==> config.mk <==
export PLATFORM = sky130hd
export DESIGN_NAME = screen_sequencer
export DESIGN_NICKNAME = d
export VERILOG_FILES = /design/src/rtl/screen_sequencer.sv
export SDC_FILE = /design/constraint.sdc
export NUM_CORES = 1
export LEC_CHECK = 0
export CAP_MARGIN = 25
export CORE_ASPECT_RATIO = 0.8
export CORE_MARGIN = 2
export CORE_UTILIZATION = 47
export DETAILED_ROUTE_END_ITERATION = 8
export PLACE_DENSITY = 0.74
export REMOVE_ABC_BUFFERS = 1
export SETUP_SLACK_MARGIN = 0.1
export SLEW_MARGIN = 10
export SYNTH_ARGS = -nofsm -noshare
export SYNTH_HDL_FRONTEND = slang
export SYNTH_SLANG_ARGS = --single-unit
==> constraint.sdc <==
create_clock -name clk_i -period 3.37 [get_ports clk_i]
set_input_delay 0.674 -clock clk_i [delete_from_list [all_inputs] [get_ports clk_i]]
set_output_delay 0.674 -clock clk_i [all_outputs]
set_load 0.01 [all_outputs]
==> src/rtl/screen_sequencer.sv <==
// Commits a debounced screen code to the renderer and sequences the LED strip frames.
// Every screen change is framed by a blank frame and a settle gap; stable screens are refreshed.
module screen_sequencer #(
    parameter int unsigned REFRESH_CYCLES = 1_000_000,
    parameter int unsigned SETTLE_CYCLES  = 1000,
    parameter int unsigned STABLE_CYCLES  = 4
) (
    input  logic       clk_i,
    input  logic       reset_i,
    input  logic [1:0] current_screen_i,
    input  logic       frame_done_i,
    output logic       frame_req_o,
    output logic       frame_clear_o,
    output logic [1:0] active_screen_o,
    output logic       screen_changed_o
);
    localparam int unsigned RefW = (REFRESH_CYCLES > 1) ? $clog2(REFRESH_CYCLES) : 1;
    localparam int unsigned SetW = (SETTLE_CYCLES > 1) ? $clog2(SETTLE_CYCLES) : 1;
    localparam int unsigned StbW = (STABLE_CYCLES > 1) ? $clog2(STABLE_CYCLES) : 1;

    localparam logic [RefW-1:0] RefreshLast = RefW'(REFRESH_CYCLES - 1);
    localparam logic [SetW-1:0] SettleLast  = SetW'(SETTLE_CYCLES - 1);
    localparam logic [StbW-1:0] StableLast  = StbW'(STABLE_CYCLES - 1);

    localparam logic [1:0] StClear  = 2'd0;
    localparam logic [1:0] StSettle = 2'd1;
    localparam logic [1:0] StRun    = 2'd2;
    localparam logic [1:0] StRender = 2'd3;

    logic [1:0]      state_q, state_d;
    logic [RefW-1:0] timer_q, timer_d;
    logic [SetW-1:0] settle_q, settle_d;
    logic [1:0]      cand_q, cand_d;
    logic [StbW-1:0] stb_q, stb_d;
    logic [1:0]      active_q, active_d;
    logic            changed_q, changed_d;
    logic            req_q, req_d;
    logic            clear_q, clear_d;
    logic            done_ok;
    logic            pending;

    // Stability filter runs in every state so changes queue up while a frame is in flight.
    always_comb begin
        cand_d = cand_q;
        stb_d  = stb_q;
        if (current_screen_i != cand_q) begin
            cand_d = current_screen_i;
            stb_d  = '0;
        end else if (stb_q != StableLast) begin
            stb_d = stb_q + 1'b1;
        end
    end

    assign pending = (stb_q == StableLast) && (cand_q != active_q);
    assign done_ok = req_q && frame_done_i;

    always_comb begin
        state_d   = state_q;
        timer_d   = '0;
        settle_d  = '0;
        active_d  = active_q;
        changed_d = 1'b0;
        case (state_q)
            StClear: begin
                if (done_ok) state_d = StSettle;
            end
            StSettle: begin
                if (settle_q == SettleLast) state_d = StRun;
                else settle_d = settle_q + 1'b1;
            end
            StRun: begin
                if (pending) begin
                    active_d  = cand_q;
                    changed_d = 1'b1;
                    state_d   = StClear;
                end else if (timer_q == RefreshLast) begin
                    state_d = StRender;
                end else begin
                    timer_d = timer_q + 1'b1;
                end
            end
            StRender: begin
                if (done_ok) state_d = StRun;
            end
            default: state_d = StClear;
        endcase
        // Request is registered from the current state, so it rises one cycle after entry.
        req_d   = ((state_q == StClear) || (state_q == StRender)) && !done_ok;
        clear_d = (state_q == StClear) && !done_ok;
    end

    always_ff @(posedge clk_i) begin
        if (reset_i) begin
            state_q   <= StClear;
            timer_q   <= '0;
            settle_q  <= '0;
            cand_q    <= 2'b00;
            stb_q     <= '0;
            active_q  <= 2'b00;
            changed_q <= 1'b0;
            req_q     <= 1'b0;
            clear_q   <= 1'b0;
        end else begin
            state_q   <= state_d;
            timer_q   <= timer_d;
            settle_q  <= settle_d;
            cand_q    <= cand_d;
            stb_q     <= stb_d;
            active_q  <= active_d;
            changed_q <= changed_d;
            req_q     <= req_d;
            clear_q   <= clear_d;
        end
    end

    assign frame_req_o      = req_q;
    assign frame_clear_o    = clear_q;
    assign active_screen_o  = active_q;
    assign screen_changed_o = changed_q;
endmodule

After elaboration in Yosys (flattened, before gate mapping)
Cells that the tools add are included.
{ "totals": {"ff_bits": 41, "inputBits": 5, "output_inout_bits": 5, "elab_cells": 47} }
{ "op_classes": {"n_addsub": 3, "eq_ne": 13, "n_mux": 7, "n_bitwise": 2, "reduce_logical": 13} }
{ "ops": {"columns": ["op", "count"], "rows": [
  ["$add A20 B1 Y20 const B", 1],
  ["$eq A20 B20 Y1 const B", 1],
  ["$add A10 B1 Y10 const B", 1],
  ["$eq A10 B10 Y1 const B", 1],
  ["$mux W2", 5],
  ["$ne A2 B2 Y1 const B", 4],
  ["$pmux W2 S4", 1],
  ["$eq A2 B2 Y1 const B", 3],
  ["$logic_and A1 B1 Y1", 4],
  ["$ne A2 B2 Y1", 2],
  ["$reduce_and A4 Y1", 1],
  ["$reduce_or A2 Y1", 2],
  ["$reduce_or A4 Y1", 1],
  ["$ne A3 B3 Y1 const B", 1],
  ["$reduce_or A3 Y1", 1],
  ["$add A2 B1 Y2 const B", 1],
  ["$eq A2 B1 Y1 const B", 1],
  ["$logic_not A2 Y1", 1],
  ["$not A1 Y1", 2],
  ["$reduce_and A2 Y1", 1],
  ["$logic_not A1 Y1", 1],
  ["$logic_or A1 B1 Y1", 1],
  ["$mux W1", 1]
]} }

Longest topological paths before layout
Gate-level depths: netlist of the first run.
{ "logic_depth": {"depth_word": 4, "mapped_depth": 6, "mapped_depth_nobuf": 6} }

Least setup slack after synthesis of the first run
Ideal clock, no wire load.
{ "synth_timing": {"path_type": "reg-to-reg", "startpoint": "register timer_q[11]", "endpoint": "register timer_q[11]", "setup_ns": 0.118, "arrival_time_ns": 1.488, "t_required_ns": 3.252, "slack_ns": 1.765, "path_stages_with_launch": 6, "n_path_buf": 1, "period_less_slack_ns": 1.605, "cell_sequence": "dfxtp_1 or4b_1 nor4_1 or3_1 buf_2 nor2_1"} }
{ "synth_between": {"elab_chain_len": 2, "word_cells_on_any_way": 3, "classes_between": "add/sub (1); eq/ne (1); reduce/logical (1)"} }
{ "synth_rtl": {"columns": ["element", "line_no", "source"], "rows": [
  ["from (decl)", "31", "logic [RefW-1:0] timer_q, timer_d;"],
  ["from (signal assigned)", "105", "timer_q <= timer_d;"],
  ["branches (longest 2 deep; another with $add A20 B1 Y20)", null, null]
]} }
Parallel ways; which one is timed is not known.
A chain may end at the register's enable or synchronous reset.

Worst setup path after layout of the first run
{ "layout_timing": {"startpoint": "register timer_q[11]", "endpoint": "register timer_q[13]"} }
The elaborated chain is that of the path after synthesis.

==> results_dict.tcl, run 1 <==
set metrics [dict create \
    status "finished, final reports clean" \
    cp-start-kind "register" \
    yosysSeqAreaShare_pct 46.0 \
    min_period_ns 2.10 \
    antenna_cells 0 \
    drtIter0Drc 49 \
    cp-startpoint "timer_q[11]" \
    path_class "register to register" \
    cts_hold_buffers 0 \
    postLayoutCellArea_sq_mm 0.00203 \
    instances_no_fill 256 \
    antenna_found_initial 0 \
    grt_start_max_net_pins 21 \
    syn_area_sq_mm 0.00179 \
    finalSetupViolations 0 \
    cap_viol_max_count 0 \
    port_buffers 9 \
    synth_cells 199 \
    drtPass1Iterations 4 \
    numCtsBuffers 5 \
    layout-drive-gt1-share_pct 7.08 \
    die-height_um 59.1 \
    clockRootBuffer "clkbuf_8" \
    p_per_area_mw_per_mm2 513 \
    vias_per_cell 5.05 \
    end_kind "register" \
    p_leak_nw 0.690 \
    hold_ws_ns 0.465 \
    post-cts-setup-buffers 0 \
    worstSkewPairLatency_ns 0.29 \
    rows 20 \
    ff_latch_area_sq_um 821 \
    htree_levels 2 \
    place.gp.congestion 0.782 \
    clock_sinks 41 \
    worstMarginPinSlew_ns 0.682 \
    reg2reg_to "timer_q[13]" \
    placed_area_sq_mm 0.00191 \
    multi_input_area_sq_um 928 \
    cp_max_fo 20 \
    cts_tree "yes" \
    vias 1292 \
    r2r-start "timer_q[11]" \
    fmax_ghz 0.476 \
    crit_path_end "timer_q[13]" \
    avgSynthCellArea_sq_um 8.97 \
    reg2regPathDepth 4 \
    irDropWorstVdd_mv 0.221 \
    power_mw 1.04 \
    slew_headroom_pct 54.1 \
    hold_class "register to register" \
    cts_resized 0 \
    grt_pass1_vias 1151 \
    fin_nets 223 \
    layout_commonest_cell "dfxtp_1" \
    grt_overflow_total 0 \
    yosysWarningCount 0 \
    place_inst 248 \
    tns_ns 0 \
    final-hold-violation-count 0 \
    skew_ns 0.00967 \
    wl_per_cell_um 10.9 \
    area.growth.synth_to_final_pct 13.9 \
    num-fill-cells 337 \
    synth_edf_count 0 \
    drc 0 \
    top_level_ports 10 \
    cp.required_ns 3.53 \
    track_usage_pct 14.3 \
    arrival_ns 2.26 \
    synthDistinctLibCells 34 \
    detail-route-antenna-nets 0 \
    async_reset_ff_share_pct 0 \
    wirelength_mm 2.78 \
    min_period_over_period_pct 62.3 \
    clkSlewWorstSetupHoldPaths_ns 0.08 \
    start_util_pct 47.9 \
    ys_seq_elements 41 \
    dp_hpwl_mm 2.00 \
    r2r_setup_slack_ns 1.27 \
    cts_buffer_depth 2 \
    core_area_sq_mm 0.00373 \
    grt_setup_unrepaired "false" \
    dieArea_sq_mm 0.00431 \
    synth_flop_cell "dfxtp_1" \
    final_cell_mix "dfxtp_1, nor2_1, xor2_1" \
    die_w_um 72.9 \
    grt_pass1_wl_mm 4.75 \
    drv_slew 0 \
]
==> report_power, final <==
part / internal, mW / total (mW) / leakage [nW] / switching, mW
clock: 0.241 / 0.403 / 0.0574 / 0.162
sequential: 0.505 / 0.521 / 0.332 / 0.0152
combinational: 0.0565 / 0.119 / 0.301 / 0.0626
total: 0.803 / 1.04 / 0.690 / 0.240
==> metrics by stage <==
stage | utilization, % | setup slack [ns]
2_1_floorplan | - | 1.59
3_3_place_gp | 51.3 | 1.09
3_5_place_dp | 51.3 | 1.05
4_1_cts | 54.5 | 1.26
5_1_grt | 54.5 | 1.12
6_report | 54.5 | 1.27
==> worst min path at each step <==
stage / startpoint / to / slack (ns) / depth (start not counted)
2_1_floorplan: settle_q[0] / settle_q[0] / 0.43 / 1
3_3_place_gp: settle_q[0] / settle_q[0] / 0.44 / 1
3_5_place_dp: settle_q[0] / settle_q[0] / 0.45 / 1
4_1_cts: settle_q[0] / settle_q[0] / 0.47 / 1
5_1_grt: frame_req_o / frame_req_o / 0.50 / 1
6_report: settle_q[0] / settle_q[0] / 0.46 / 1
==> flip-flops by register name, indices dropped and copies added (netlist names) <==
register,cells
settle_q,10
cand_q,2
frame_clear_o,1
stb_q,2
state_q,2
screen_changed_o,1
frame_req_o,1
active_screen_o,2
timer_q,20
==> Yosys cell counts, types with 2 or more instances <==
cell type	count	share of area, %
a21oi_1	4	1.1
and3_1	3	1.1
buf_2	2	0.56
clkbuf_1	2	0.42
dfxtp_1	41	46
ha_1	7	4.9
inv_1	5	1.1
mux2i_1	2	1.1
nand2_1	15	3.2
nand3_1	16	4.5
nand4_1	3	1.1
nor2_1	40	8.4
nor2b_1	3	1.1
nor4_1	4	1.4
o21ai_0	3	0.84
or3_1	2	0.70
xnor2_1	11	5.4
xor2_1	20	9.8
==> kinds of logic after synthesis <==
family	synth area share [%]
AND/OR/NAND/NOR	27.0
flip-flops	46.0
XOR/XNOR	15.2
AO/OA/AOI/OAI	3.78
buffers and inverters	2.03
adder cells (fa/ha/maj)	4.91
multiplexers	1.12
==> per-layer routing <==
layer  up-vias  GRT usage, %  part of all wire [%]
li1        687             -                     -
met1       570          18.6                    53
met2        29          21.8                    41
met3         6          4.59                   4.6
met4         0          6.35                   1.8
met5         -             0                     0
==> final cells by class <==
cell class,count,share of cell area [%]
clock inverter,2,1.85
sequential,41,40.4
clock buffer,6,4.06
timing repair buffer,9,4.43
inverter,5,0.923
multi-input combinational,149,45.7
tap,44,2.71
==> critical path: stages (launching register included) <==
cell and delay [ns]:
dfxtp_1 0.36, or4b_1 0.54, nor4_1 0.33, or3_1 0.61
nor2_1 0.12
No activity file was read; power rests on OpenSTA's default activity.
==> run 2, diff against run 1 <==
--- a/config.mk
+++ b/config.mk
@@ -10,7 +10,7 @@
 export CORE_MARGIN = 2
 export CORE_UTILIZATION = 47
 export DETAILED_ROUTE_END_ITERATION = 8
-export PLACE_DENSITY = 0.74
+export PLACE_DENSITY = 0.77
 export REMOVE_ABC_BUFFERS = 1
 export SETUP_SLACK_MARGIN = 0.1
 export SLEW_MARGIN = 10
==> constraint.sdc (replaced) <==
create_clock -name clk_i -period 1.9 [get_ports clk_i]
set_input_delay 0.38 -clock clk_i [delete_from_list [all_inputs] [get_ports clk_i]]
set_output_delay 0.38 -clock clk_i [all_outputs]
set_load 0.01 [all_outputs]
==> run 2 against run 1 <==
  * Hold slack improved by 0.011 ns
  * Sequential cell count unchanged
  * Critical path type unchanged
  * Design area increased by 2.8%
  * Core utilization increased by 1.5 points
  * Maximum frequency increased by 27%
  * Worst setup slack got worse by 1.0 ns
  * Critical path depth increased by 2
  * Highest routed layer unchanged
  * Count of clock-buffer cells in the layout unchanged
  * Non-clock buffer count increased by 5
  * Cell count increased by 2.0%
  * Die area unchanged
==> results_dict.tcl, run 2 (synthesis results as in run 1) <==
set metrics [dict create \
    arrival_ns 1.85 \
    combPwrFrac_pct 11.9 \
    numCtsBuffers 5 \
    port_buffers 9 \
    path_buf_inv 1 \
    final-hold-violation-count 0 \
    largest_reg_flops 20 \
    post-cts-setup-buffers 0 \
    cp_num_cells 6 \
    reg2regPathDepth 6 \
    clock_power_share_pct 39.0 \
    cap_viol_max_count 0 \
    top_level_ports 10 \
    top_regs "timer_q (20), settle_q (10)" \
    vias_per_cell 5.00 \
    dieArea_sq_mm 0.00431 \
    die_w_um 72.9 \
    cp.required_ns 2.09 \
    num-fill-cells 333 \
    clockRootBuffer "clkbuf_8" \
    place.gp.congestion 0.764 \
    final_cell_mix "nor2_1, dfxtp_1, xor2_1" \
    status "finished, final reports clean" \
    regMostFlops "timer_q" \
    drv_slew 0 \
    cts_tree "yes" \
    grt_start_max_net_pins 14 \
    drc 0 \
    min_period_over_period_pct 87.3 \
    end_kind "register" \
    cp_max_fo 10 \
    clkSlewWorstSetupHoldPaths_ns 0.07 \
    r2r-start "timer_q[4]" \
    p_per_area_mw_per_mm2 899 \
    irDropWorstVdd_mv 0.385 \
    grt_pass1_vias 1127 \
    switching_share_pct 24.0 \
    hp-start "frame_req_o" \
    path_class "register to register" \
    drtPass1Iterations 4 \
    cp_slowest_cell "dfxtp_1" \
    tns_ns 0 \
    p_sw_uw 451 \
    skew_ns 0.0111 \
    grt_setup_unrepaired "false" \
    power_mw 1.88 \
    cp-startpoint "timer_q[4]" \
    dp_hpwl_mm 2.11 \
    worstSkewPairLatency_ns 0.31 \
    crit_path_end "timer_q[9]" \
    cp_top_family "simple AND/OR/NAND/NOR gates" \
    track_usage_pct 15.7 \
    antenna_found_initial 0 \
    area.growth.synth_to_final_pct 17.0 \
    htree_levels 2 \
    min_period_ns 1.66 \
    place_inst 253 \
    rows 20 \
    reg2reg_to "timer_q[9]" \
    grt_overflow_total 0 \
    cp-start-kind "register" \
    worstMarginPinSlew_ns 0.326 \
    clock_sinks 41 \
    fin_nets 228 \
    die-height_um 59.1 \
    max_stage_delay_ns 0.42 \
    drtIter0Drc 70 \
    hold_class "register to register" \
    vias 1306 \
    core_area_sq_mm 0.00373 \
    instances_no_fill 261 \
    p_leak_nw 0.728 \
    cts_resized 0 \
    r2r_setup_slack_ns 0.24 \
    cts_hold_buffers 0 \
    antenna_cells 0 \
    crit_chain "and4_2 -> nand3_1 -> nor4_4 -> or3_1 -> buf_4 -> nor2_1" \
    wirelength_mm 2.98 \
    fmax_ghz 0.603 \
    cts_buffer_depth 2 \
    grt_pass1_wl_mm 5.01 \
    p_int_mw 1.43 \
    start_util_pct 47.9 \
    slew_headroom_pct 78.1 \
    wl_per_cell_um 11.4 \
    layout-drive-gt1-share_pct 10.6 \
    seqPwrFrac_pct 49.1 \
    detail-route-antenna-nets 0 \
    finalSetupViolations 0 \
]
run 2: cell types whose count changed in the layout (fill, tap and decap cells not counted), sizes merged:
cell	delta
buf	+5
run 2: power by group through the flow:
stage               logic [mW]  registers (mW)  clock network [mW]
floorplan                0.136           0.946                   0
global placement         0.215           0.941                   0
detailed placement       0.219           0.944                   0
CTS                      0.221           0.924               0.752
global route             0.252           0.928               0.795
finish                   0.223           0.923               0.732
run 2: how the worst min path moves through the flow:
stage	to	slack, ns	cells past startpoint
6_report	frame_req_o	0.48	1
5_1_grt	active_screen_o[1]	0.51	2
4_1_cts	frame_req_o	0.48	1
3_5_place_dp	settle_q[0]	0.46	1
3_3_place_gp	settle_q[0]	0.45	1
2_1_floorplan	settle_q[0]	0.43	1
run 2: layout make-up:
| type | count | area (sq um) | share of cell area (%) |
|---|---|---|---|
| clock buffer | 6 | 82.6 | 3.95 |
| sequential | 41 | 822 | 39.3 |
| tap | 44 | 55.1 | 2.63 |
| multi-input combinational | 149 | 946 | 45.3 |
| clock inverter | 2 | 37.5 | 1.80 |
| timing repair buffer | 14 | 128 | 6.11 |
| inverter | 5 | 18.8 | 0.898 |
run 2: stage by stage:
step	setup slack, ns	util [%]	cell area, sq um	hold slack, ns
after CTS	0.124	55.5	2070	0.482
after detailed placement	0.138	52.3	1950	0.464
after floorplan	0.125	-	1770	0.430
final	0.242	56.0	2090	0.475
after global routing	0.117	56.0	2090	0.508
after global placement	0.166	52.3	1950	0.447
run 2: per-layer routing:
metal / track usage (%) / routed length [um]
met5: 0 / 0
met4: 6.35 / 56
met3: 8.16 / 143
met2: 21.6 / 1200
met1: 20.7 / 1580
==> run 3, diff against run 2 <==
--- a/config.mk
+++ b/config.mk
@@ -10,6 +10,7 @@
 export CORE_MARGIN = 2
 export CORE_UTILIZATION = 47
 export DETAILED_ROUTE_END_ITERATION = 8
+export GPL_TIMING_DRIVEN = 0
 export PLACE_DENSITY = 0.77
 export REMOVE_ABC_BUFFERS = 1
 export SETUP_SLACK_MARGIN = 0.1
==> constraint.sdc (replaced) <==
create_clock -name clk_i -period 1.4 [get_ports clk_i]
set_input_delay 0.28 -clock clk_i [delete_from_list [all_inputs] [get_ports clk_i]]
set_output_delay 0.28 -clock clk_i [all_outputs]
set_load 0.01 [all_outputs]
==> run 3 against run 2 <==
  * The run now ends with setup timing left
  * Routed wire length up 21%
  * Core utilization increased by 4.5 points
  * Worst setup slack got worse by 0.52 ns
  * Critical endpoint is now timer_q[10]
  * Largest power group unchanged
  * Highest routed layer unchanged
==> results_dict.tcl, run 3 (synthesis results as in run 1) <==
set metrics [dict create \
    core_area_sq_mm 0.00373 \
    die-height_um 59.1 \
    path_class "register to register" \
    detail-route-antenna-nets 0 \
    start_util_pct 47.9 \
    reg2regPathDepth 5 \
    largest_reg_flops 20 \
    wl_per_cell_um 13.5 \
    clockRootBuffer "clkbuf_8" \
    drv_slew 0 \
    hold_ws_ns 0.470 \
    layout_commonest_cell "nor2_1" \
    reg2reg_to "timer_q[10]" \
    fmax_ghz 0.597 \
    cts_buffer_depth 2 \
    p_sw_uw 577 \
    worstSkewPairLatency_ns 0.28 \
    antenna_found_initial 0 \
    dieArea_sq_mm 0.00431 \
    switching_share_pct 25.0 \
    drtPass1Iterations 4 \
    max_stage_delay_ns 0.54 \
    min_period_over_period_pct 120 \
    top_regs "timer_q (20), settle_q (10)" \
    grt_start_max_net_pins 17 \
    cts_tree "yes" \
    antenna_cells 0 \
    failed_checks "setup timing" \
    die_w_um 72.9 \
    slew_headroom_pct 61.0 \
    clkSlewWorstSetupHoldPaths_ns 0.07 \
    status "finished with violations" \
    r2r-start "timer_q[11]" \
    irDropWorstVdd_mv 0.454 \
    r2r_setup_slack_ns -0.27 \
    grt_pass1_wl_mm 6.06 \
    postLayoutCellArea_sq_mm 0.00226 \
    crit_chain "or4b_4 -> nor4_4 -> buf_4 -> or3_4 -> nor2_2" \
    tns_ns -5.47 \
    drtIter0Drc 94 \
    p_per_area_mw_per_mm2 1020 \
    final_cell_mix "nor2_1, dfxtp_1, xor2_1" \
    drc 0 \
    cp_slowest_cell "or4b_4" \
    cp-start-kind "register" \
    p_leak_nw 0.814 \
    seqPwrFrac_pct 53.8 \
    final-hold-violation-count 0 \
    regMostFlops "timer_q" \
    place.gp.congestion 0.738 \
    cp_max_fo 5 \
    fin_nets 234 \
    vias 1423 \
    top_level_ports 10 \
    fin_ws_ns -0.274 \
    finalSetupViolations 22 \
    p_int_mw 1.73 \
    cp.required_ns 1.58 \
    clock_power_share_pct 32.9 \
    htree_levels 2 \
    port_buffers 9 \
    crit_path_end "timer_q[10]" \
    end_kind "register" \
    vias_per_cell 5.35 \
    track_usage_pct 17.9 \
    skew_ns 0.00376 \
    cp-startpoint "timer_q[11]" \
    clock_sinks 41 \
    dp_hpwl_mm 1.94 \
    pre_cts_ws_ns -0.683 \
    wirelength_mm 3.60 \
    layout-drive-gt1-share_pct 25.2 \
    grt_setup_unrepaired "true" \
    hold_class "register to register" \
    arrival_ns 1.85 \
    grt_overflow_total 0 \
    rows 20 \
    min_period_ns 1.67 \
    numCtsBuffers 5 \
    area.growth.synth_to_final_pct 26.3 \
    grt_pass1_vias 1387 \
    placed_area_sq_mm 0.00191 \
    worstMarginPinSlew_ns 0.585 \
    cap_viol_max_count 0 \
    combPwrFrac_pct 13.3 \
]
-- run 3: cell count changes in the layout (fill, tap and decap cells not counted), sizes merged, moves of 3 or more --
cell           before  now
buf                 5    8
clkdlybuf4s50       9    3
dlygate4sd2         0    6
or3                 2    5
-- run 3: worst min path at each step --
| stage | startpoint | to | slack [ns] | depth (start not counted) |
|---|---|---|---|---|
| detailed placement | settle_q[0] | settle_q[0] | 0.46 | 1 |
| global route | timer_q[0] | timer_q[0] | 0.49 | 1 |
| CTS | timer_q[0] | timer_q[0] | 0.47 | 1 |
| floorplan | reset_i | active_screen_o[0] | 0.35 | 1 |
| global placement | settle_q[0] | settle_q[0] | 0.45 | 1 |
| finish | frame_req_o | frame_req_o | 0.47 | 1 |
-- run 3: critical path: cells and delay by family, from the launching register on --
kind | cells | cell delay, ns
simple gates | 4 | 1.03
buf+inv | 1 | 0.18
flops | 1 | 0.35
-- run 3: area by class of cell --
type                       count  area [sq um]
sequential                    41           860
timing repair buffer          17           143
multi-input combinational    152          1090
clock buffer                   7          86.3
tap                           44          55.1
fill                         307          1470
inverter                       5          18.8
-- run 3: metal layers --
metal	global-route usage [%]	share of wire, %	up-vias
li1	-	-	719
met1	22.7	48	673
met2	30.1	47	26
met3	4.08	3.4	5
met4	6.35	1.2	0
met5	0	0	-
-- run 3: stage by stage --
step           instances  power [mW]  utilization (%)
6_report             266        2.31             60.5
5_1_grt              266        2.45             60.5
4_1_cts              264        2.33             59.7
3_5_place_dp         248        1.57             51.3
3_3_place_gp         248        1.57             51.3
2_1_floorplan        195        1.47                -
-- run 3: power groups by stage --
stage	registers (mW)	logic, mW	clock network (mW)
CTS	1.24	0.301	0.787
detailed placement	1.28	0.287	0
floorplan	1.28	0.185	0
global route	1.25	0.355	0.844
finish	1.24	0.308	0.760
global placement	1.28	0.288	0
-- run 3: what timing repair did --
| item | CTS | global route |
|---|---|---|
| setup endpoints to repair | 37 | 32 |
| pin swaps | 26 | 8 |
| hold buffers | 0 | 0 |
| setup buffers | 6 | 2 |
| gates cloned | 3 | 0 |
| hold endpoints to repair | 0 | 0 |
| resized for setup | 52 | 8 |
